[src/rtl/encoder_menu_ctrl.sv]
// Shares one quadrature encoder + push-button between NUM_CH setpoint registers.
// BROWSE mode picks a channel with rotation; EDIT mode steps that channel's value.

module encoder_menu_ch #(
  parameter int N         = 7,
  parameter int MAX_COUNT = 31
) (
  input  logic         clk,
  input  logic         rst,
  input  logic         inc_i,
  input  logic         dec_i,
  output logic [N-1:0] val_o,
  output logic         chg_o
);
  localparam logic [N-1:0] MAXV = N'(MAX_COUNT);

  logic [N-1:0] val_q, val_d;

  // Saturating step; a step against a rail leaves the register untouched.
  always_comb begin
    val_d = val_q;
    if (inc_i && (val_q != MAXV))      val_d = val_q + 1'b1;
    else if (dec_i && (val_q != '0))   val_d = val_q - 1'b1;
  end

  assign chg_o = (val_d != val_q);
  assign val_o = val_q;

  always_ff @(posedge clk or posedge rst) begin
    if (rst) val_q <= '0;
    else     val_q <= val_d;
  end
endmodule

module encoder_menu_ctrl #(
  parameter int N               = 7,
  parameter int MAX_COUNT       = 31,
  parameter int NUM_CH          = 4,
  parameter int DEBOUNCE_CYCLES = 500000,
  parameter int TIMEOUT_CYCLES  = 250000000
) (
  input  logic                      clk,
  input  logic                      rst,
  input  logic                      giro_pos,
  input  logic                      giro_neg,
  input  logic                      btn,
  output logic [$clog2(NUM_CH)-1:0] canal_sel,
  output logic                      modo_edit,
  output logic [NUM_CH*N-1:0]       valores,
  output logic [N-1:0]              valor_act,
  output logic                      cambio
);
  localparam int SW = $clog2(NUM_CH);
  localparam int DW = $clog2(DEBOUNCE_CYCLES + 1);
  localparam int TW = $clog2(TIMEOUT_CYCLES + 1);
  localparam logic [SW-1:0] LAST  = SW'(NUM_CH - 1);
  localparam logic [DW-1:0] DLAST = DW'(DEBOUNCE_CYCLES - 1);
  localparam logic [TW-1:0] TLAST = TW'(TIMEOUT_CYCLES - 1);

  typedef enum logic {BROWSE = 1'b0, EDIT = 1'b1} state_e;

  // Step edge detection; delay regs reset high so a level held through reset is not a step.
  logic gp_d_q, gn_d_q;
  logic step_up, step_dn, step_up_v, step_dn_v;

  always_ff @(posedge clk or posedge rst) begin
    if (rst) begin
      gp_d_q <= 1'b1;
      gn_d_q <= 1'b1;
    end else begin
      gp_d_q <= giro_pos;
      gn_d_q <= giro_neg;
    end
  end

  assign step_up   = giro_pos & ~gp_d_q;
  assign step_dn   = giro_neg & ~gn_d_q;
  assign step_up_v = step_up & ~step_dn;
  assign step_dn_v = step_dn & ~step_up;

  // Button: 2-FF synchronizer, stability counter, registered rising-edge detect.
  logic btn_s1_q, btn_s2_q;
  logic db_q, db_d, db_prev_q;
  logic [DW-1:0] db_cnt_q, db_cnt_d;
  logic press;

  always_comb begin
    db_d     = db_q;
    db_cnt_d = '0;
    if (btn_s2_q != db_q) begin
      if (db_cnt_q == DLAST) db_d     = btn_s2_q;
      else                   db_cnt_d = db_cnt_q + 1'b1;
    end
  end

  always_ff @(posedge clk or posedge rst) begin
    if (rst) begin
      btn_s1_q  <= 1'b0;
      btn_s2_q  <= 1'b0;
      db_q      <= 1'b0;
      db_prev_q <= 1'b0;
      db_cnt_q  <= '0;
    end else begin
      btn_s1_q  <= btn;
      btn_s2_q  <= btn_s1_q;
      db_q      <= db_d;
      db_prev_q <= db_q;
      db_cnt_q  <= db_cnt_d;
    end
  end

  assign press = db_q & ~db_prev_q;

  // Mode FSM, channel selection and inactivity timeout.
  state_e        state_q, state_d;
  logic [SW-1:0] sel_q, sel_d;
  logic [TW-1:0] to_q, to_d;
  logic          edit_inc, edit_dec;

  always_comb begin
    state_d  = state_q;
    sel_d    = sel_q;
    to_d     = to_q;
    edit_inc = 1'b0;
    edit_dec = 1'b0;
    case (state_q)
      BROWSE: begin
        to_d = '0;
        if (press)          state_d = EDIT;
        else if (step_up_v) sel_d = (sel_q == LAST) ? '0 : sel_q + 1'b1;
        else if (step_dn_v) sel_d = (sel_q == '0) ? LAST : sel_q - 1'b1;
      end
      EDIT: begin
        // Activity outranks an expiring timeout; press outranks everything.
        if (press) begin
          state_d = BROWSE;
        end else if (step_up || step_dn) begin
          to_d     = '0;
          edit_inc = step_up_v;
          edit_dec = step_dn_v;
        end else if (to_q == TLAST) begin
          state_d = BROWSE;
        end else begin
          to_d = to_q + 1'b1;
        end
      end
      default: state_d = BROWSE;
    endcase
  end

  always_ff @(posedge clk or posedge rst) begin
    if (rst) begin
      state_q <= BROWSE;
      sel_q   <= '0;
      to_q    <= '0;
    end else begin
      state_q <= state_d;
      sel_q   <= sel_d;
      to_q    <= to_d;
    end
  end

  // Per-channel setpoint registers.
  logic [NUM_CH-1:0][N-1:0] vals;
  logic [NUM_CH-1:0]        ch_inc, ch_dec, ch_chg;

  for (genvar g = 0; g < NUM_CH; g++) begin : g_ch
    assign ch_inc[g] = edit_inc && (sel_q == SW'(g));
    assign ch_dec[g] = edit_dec && (sel_q == SW'(g));
    encoder_menu_ch #(.N(N), .MAX_COUNT(MAX_COUNT)) u_ch (
      .clk   (clk),
      .rst   (rst),
      .inc_i (ch_inc[g]),
      .dec_i (ch_dec[g]),
      .val_o (vals[g]),
      .chg_o (ch_chg[g])
    );
  end

  logic cambio_q;

  always_ff @(posedge clk or posedge rst) begin
    if (rst) cambio_q <= 1'b0;
    else     cambio_q <= |ch_chg;
  end

  assign canal_sel = sel_q;
  assign modo_edit = (state_q == EDIT);
  assign valores   = vals;
  assign valor_act = vals[sel_q];
  assign cambio    = cambio_q;
endmodule

[config.mk]
export PLATFORM = sky130hd
export DESIGN_NAME = encoder_menu_ctrl
export DESIGN_NICKNAME = d
export VERILOG_FILES = /design/src/rtl/encoder_menu_ctrl.sv
export SDC_FILE = /design/constraint.sdc
export NUM_CORES = 1
export LEC_CHECK = 0
export CAP_MARGIN = 0
export CORE_MARGIN = 5
export CORE_UTILIZATION = 59
export CTS_CLUSTER_DIAMETER = 80
export DETAILED_ROUTE_END_ITERATION = 8
export HOLD_SLACK_MARGIN = 0.08
export PLACE_DENSITY = 0.84
export SYNTH_ARGS = -nofsm -noshare
export SYNTH_HDL_FRONTEND = slang
export SYNTH_SLANG_ARGS = --single-unit
[constraint.sdc]
create_clock -name clk -period 3.8 [get_ports clk]
set_input_delay 0.76 -clock clk [delete_from_list [all_inputs] [get_ports clk]]
set_output_delay 0.76 -clock clk [all_outputs]
set_load 0.1 [all_outputs]
# ---- Word level (Yosys, flattened, before mapping)
# Cells that the tools add are included.
# W data, S select, Z words.
dict set report classes {
  n_addsub 12
  order_cmp 1
  eq_ne 16
  muxes 31
  bitwise_logic 12
  reduce_logical 27
}
# op n
set ops {}
lappend ops {{$mux W28} 3}
lappend ops {{$mux W7} 9}
lappend ops {{$pmux W28 S2} 1}
lappend ops {{$mux W19} 2}
lappend ops {{$add A28 B1 Y28 const B} 1}
lappend ops {{$add A7 B1 Y7 const B} 4}
lappend ops {{$eq A28 B28 Y1 const B} 1}
lappend ops {{$ne A7 B5 Y1 const B} 4}
lappend ops {{$ne A7 B7 Y1} 4}
lappend ops {{$reduce_bool A7 Y1} 4}
lappend ops {{$sub A7 B1 Y7 const B} 4}
lappend ops {{$add A19 B1 Y19 const B} 1}
lappend ops {{$eq A19 B19 Y1 const B} 1}
lappend ops {{$logic_and A1 B1 Y1} 16}
lappend ops {{$bmux W7 S2} 1}
lappend ops {{$mux W1} 10}
lappend ops {{$mux W2} 4}
lappend ops {{$not A1 Y1} 7}
lappend ops {{$and A1 B1 Y1} 5}
lappend ops {{$eq A2 B2 Y1 const B} 2}
lappend ops {{$reduce_and A2 Y1} 2}
lappend ops {{$reduce_or A4 Y1} 1}
lappend ops {{$lt A2 B3 Y1 const B} 1}
lappend ops {{$ne A3 B3 Y1 const B} 1}
lappend ops {{10 further kinds} 10}
dict set report totals {
  ff_bits 85
  output_inout_bits 39
  elab_cells 114
}

# ---- Longest topological paths before layout
dict set report depth {
  ltp_word 13
  mapped_depth 9
  ltp_nobuf 8
}

# ---- Cells and area by module
# From an unflattened synthesis, not the netlist that was laid out.
dict set report unflattened {
  hier_cells 560
  hier_area_um2 5580.4
}
# mod instances cells_each area_per_inst_um2 seq_area_each_um2
set by_module_without_submodules {}
lappend by_module_without_submodules {encoder_menu_ctrl 1 352 3493.4 1428.9}
lappend by_module_without_submodules {encoder_menu_ch 4 52 521.8 175.2}

# ---- Least setup slack after synthesis
# No wires, ideal clock.
dict set report synth_timing {
  kind {reg2out}
  from {register sel_q[0], in the netlist canal_sel[0]}
  to {output port valor_act[0]}
  arrival_time_ns 2.269
  required_time_ns 3.040
  path_slack_ns 0.771
  path_stages_with_launch 3
  cell_sequence {dfrtp_1 > clkbuf_1 > mux4_2}
}
dict set report synth_via {
  elab_chain_len 2
}
# item line_no
set synth_rtl {}
lappend synth_rtl {{start: declaration} 116} ;# logic [SW-1:0] sel_q, sel_d;
lappend synth_rtl {{start signal: assignment} 158} ;# sel_q <= sel_d;
lappend synth_rtl {{$bmux W7 S2} 190} ;# assign valor_act = vals[sel_q];
lappend synth_rtl {{$mux W7 (not written as such)} 190}
lappend synth_rtl {{end: declaration} 50} ;# output logic [N-1:0] valor_act,
# No other way between the ends. The select of a mux whose other input is x is not followed.

# ---- Worst setup path in the final report
dict set report layout_timing {
  from {input port giro_pos}
  to {register to_q[16]}
}
dict set report layout_via {
  elab_chain_len 5
  elab_cells_between_ends 7
  classes_between {eq/ne (1); mux (3); bitwise (1); reduce/logical (2)}
}
# item line_no
set layout_rtl {}
lappend layout_rtl {{start: declaration} 44} ;# input logic giro_pos,
lappend layout_rtl {{$and A1 B1 Y1 (*)} 76} ;# assign step_up = giro_pos & ~gp_d_q;
lappend layout_rtl {{$logic_or A1 B1 Y1 (*)} 137} ;# end else if (step_up || step_dn) begin
lappend layout_rtl {{$mux W28} 137}
lappend layout_rtl {{$mux W28} 135} ;# if (press) begin
lappend layout_rtl {{$pmux W28 S2} 126} ;# case (state_q)
lappend layout_rtl {{end signal: assignment} 159} ;# to_q <= to_d;
lappend layout_rtl {{end: declaration} 117} ;# logic [TW-1:0] to_q, to_d;
# Every way passes the cells marked *; elsewhere a longest branch is shown, timed or not. The select of a mux whose other input is x is not followed.
# A chain may end at the register's enable or synchronous reset.

==> results.sh <==
export IMPL_clockBufferDepth=2
export IMPL_critPathCaptureType="flip-flop"
export IMPL_cp_arrival_ps=3140
export IMPL_coreArea_sq_um=8680
export IMPL_clkSlewWorstSetupHoldPaths_ps=80
export IMPL_cpPeakStageDelay_ps=510
export IMPL_vias_per_cell=6.58
export IMPL_cts_buffers=9
export IMPL_worstSetupPathType="in -> reg"
export IMPL_peakVddDrop_mv=0.953
export IMPL_yosysSeqAreaShare=0.406
export IMPL_antenna_found_initial=0
export IMPL_nets=600
export IMPL_min_from="btn_s1_q"
export IMPL_cts_resized_gates=0
export IMPL_syn2layout_area_growth_pct=12.4
export IMPL_cp_slowest_cell="nor2_1"
export IMPL_syn_nets=567
export IMPL_setup_viol=0
export IMPL_setup_slack_ps=899
export IMPL_power_density_nw_per_um2=520
export IMPL_crit_path_start="giro_pos"
export IMPL_cp_max_fo=11
export IMPL_hpwl_um=8790
export IMPL_r2r_start="gn_d_q"
export IMPL_slew_headroom=0.326
export IMPL_p_leak_nw=2.50
export IMPL_yosys_most_used_dff="dfrtp_1"
export IMPL_hp_class="reg -> reg"
export IMPL_fin_crit_ps=2900
export IMPL_grt_first_pass_wirelength_um=20900
export IMPL_detail_route_iter0_violations=402
export IMPL_drc=0
export IMPL_yosysMostFrequentCell="dfrtp_1"
export IMPL_skew_ps=11.4
export IMPL_drive_above_1_share=0.0929
export IMPL_fin_tns_setup_ps=0
export IMPL_fmax_ghz=0.345
export IMPL_root_buffer="clkbuf_8"
export IMPL_grt_overflow_total=0
export IMPL_port_buffers=43
export IMPL_gp_congestion=0.916
export IMPL_detailedPlace_worstSlack_ps=613
export IMPL_synth_area_leader_cell="dfrtp_1"
export IMPL_start_util=0.605
export IMPL_min_path_cells=0
export IMPL_crit_path_cell_trace="clkdlybuf4s50_1 -> nor2b_1 -> inv_1 -> ha_1 -> buf_4 -> nand2_1 -> nor2_1 -> nand2_1 -> o311ai_1"
export IMPL_rsz0062_at_grt="false"
export IMPL_r2r_cells=7
export IMPL_async_flop_share=1.00
export IMPL_routed_via_count=4532
export IMPL_die_area_sq_um=10900
export IMPL_cts_tree="done"
export IMPL_drt_total_wl_um=12500
export IMPL_rows=34
export IMPL_ys_seq_elements=85
export IMPL_synth_cell_types=75
export IMPL_final_max_slew_violation_count=0
export IMPL_synthCells=545
export IMPL_die_w_um=104
export IMPL_synth_edf_count=0
export IMPL_ant_nets=0
export IMPL_crit_required_ps=4040
export IMPL_yosys_top_cells_count="83 x dfrtp_1, 48 x nand2_1, 41 x nor2_1, 34 x nand3_1, 28 x nand4_1"
export IMPL_dr_pass1_iters=6
export IMPL_pin_count=44
export IMPL_syn_avg_cell_area_sq_um=9.63
export IMPL_min_period_over_period=0.763
export IMPL_die_h_um=104
export IMPL_grt_max_degree=50
export IMPL_num_antenna_cells=0
export IMPL_worstSetupStartpointType="input pin"
export IMPL_grt_use_total=0.228
export IMPL_hold_buffers=0
export IMPL_clk_latency_ps=360
export IMPL_worst_pin_slew_ps=1010
export IMPL_grt_pass1_vias=4319
export IMPL_hold_viol=0
export IMPL_post_cts_buffers=0
export IMPL_num_fill_cells=682
export IMPL_syn_cell_area_sq_um=5250
export IMPL_cts_sinks=85
export IMPL_wl_per_cell_um=18.1
export IMPL_synthTopCellsByArea="dfrtp_1 40%, ha_1 4.1%, xor2_1 3.7%"
export IMPL_synth_warning_count=0
export IMPL_crit_top_cell="nand2_1"
export IMPL_yosysTopAreaCellShare=0.396
export IMPL_cap_violations=0
export IMPL_status="finished, final reports clean"
export IMPL_place_area_sq_um=5720
export IMPL_cts_max_level=3
export IMPL_fin_area_sq_um=5900
report_power, final:
group,switching (W),total (W),internal [W],leakage (nW)
Sequential,0.000177,0.00116,0.000980,1.14
Clock,0.000308,0.000623,0.000314,0.0923
Combinational,0.000970,0.00129,0.000319,1.26
worst paths after layout:
path	to	slack [ps]
max	to_q[16]	900
min	btn_s2_q	370
max reg2reg	to_q[16]	1290
min reg2reg	btn_s2_q	370
max in group asynchronous	db_cnt_q[3]	2260
min in group asynchronous	to_q[23]	870
sequential cells by signal (all words and copies together), names as in the netlist:
name and flops:
btn_s2_q 1, db_cnt_q 19, to_q 28, canal_sel 2
btn_s1_q 1, db_q 1, g_ch.u_ch.val_o 28, gn_d_q 1
cambio 1, db_prev_q 1, gp_d_q 1, modo_edit 1
layout by cell type (no fill, tap or decap), types with 7 or more instances in the layout:
cell              n
clkbuf_8         10
nor2_1           41
or3_1            12
and3_1           10
mux4_2            7
dfrtp_1          83
o21ai_0          12
nor4_1            8
and2_1            7
a21oi_1           8
nor3_1           20
and4_1            9
nand3_1          34
nand2_1          48
inv_1            21
xnor2_1          17
xor2_1           22
clkdlybuf4s50_1  33
nand4_1          28
a31oi_1           7
ha_1             17
buf_4            14
layout make-up:
type / count / area, sq um / area share
clock inverter: 2 / 35.0 / 0.00594
sequential: 85 / 2130 / 0.361
clock buffer: 12 / 145 / 0.0246
inverter: 22 / 83.8 / 0.0142
tap: 108 / 135 / 0.0229
multi-input combinational: 412 / 2910 / 0.494
timing repair buffer: 48 / 455 / 0.0772
through the flow:
stage	total power [W]	hold slack, ps	utilization	std cells
2_1_floorplan	0.00216	331	-	545
3_3_place_gp	0.00243	340	0.659	675
3_5_place_dp	0.00246	355	0.659	675
4_1_cts	0.00308	372	0.679	689
5_1_grt	0.00319	379	0.679	689
6_report	0.00307	368	0.679	689
routing by layer:
metal  part of all wire  wire length [um]  up-vias  track usage
met4              0.018               224        0       0.0740
met5                  0                 0        -            0
met2               0.47              5880      188        0.350
met1               0.44              5510     2223        0.318
met3              0.070               878       30       0.0521
li1                   -                 -     2091            -
worst max-delay path, delay by kind of cell:
family                     cells  cell delay (ps)
AOI/OAI and AO/OA              1              390
adders and majority gates      1              190
buffers and inverters          3              690
and+or+nand+nor                4             1110
cells by family after synthesis:
kind of cell,Yosys count,synth area share
compound gates,85,0.130
xor+xnor,39,0.0651
fa+ha+maj,17,0.0405
buf+inv,48,0.0391
flops,85,0.406
mux,12,0.0403
simple gates,259,0.279
Power figures use the tool's default switching activity.
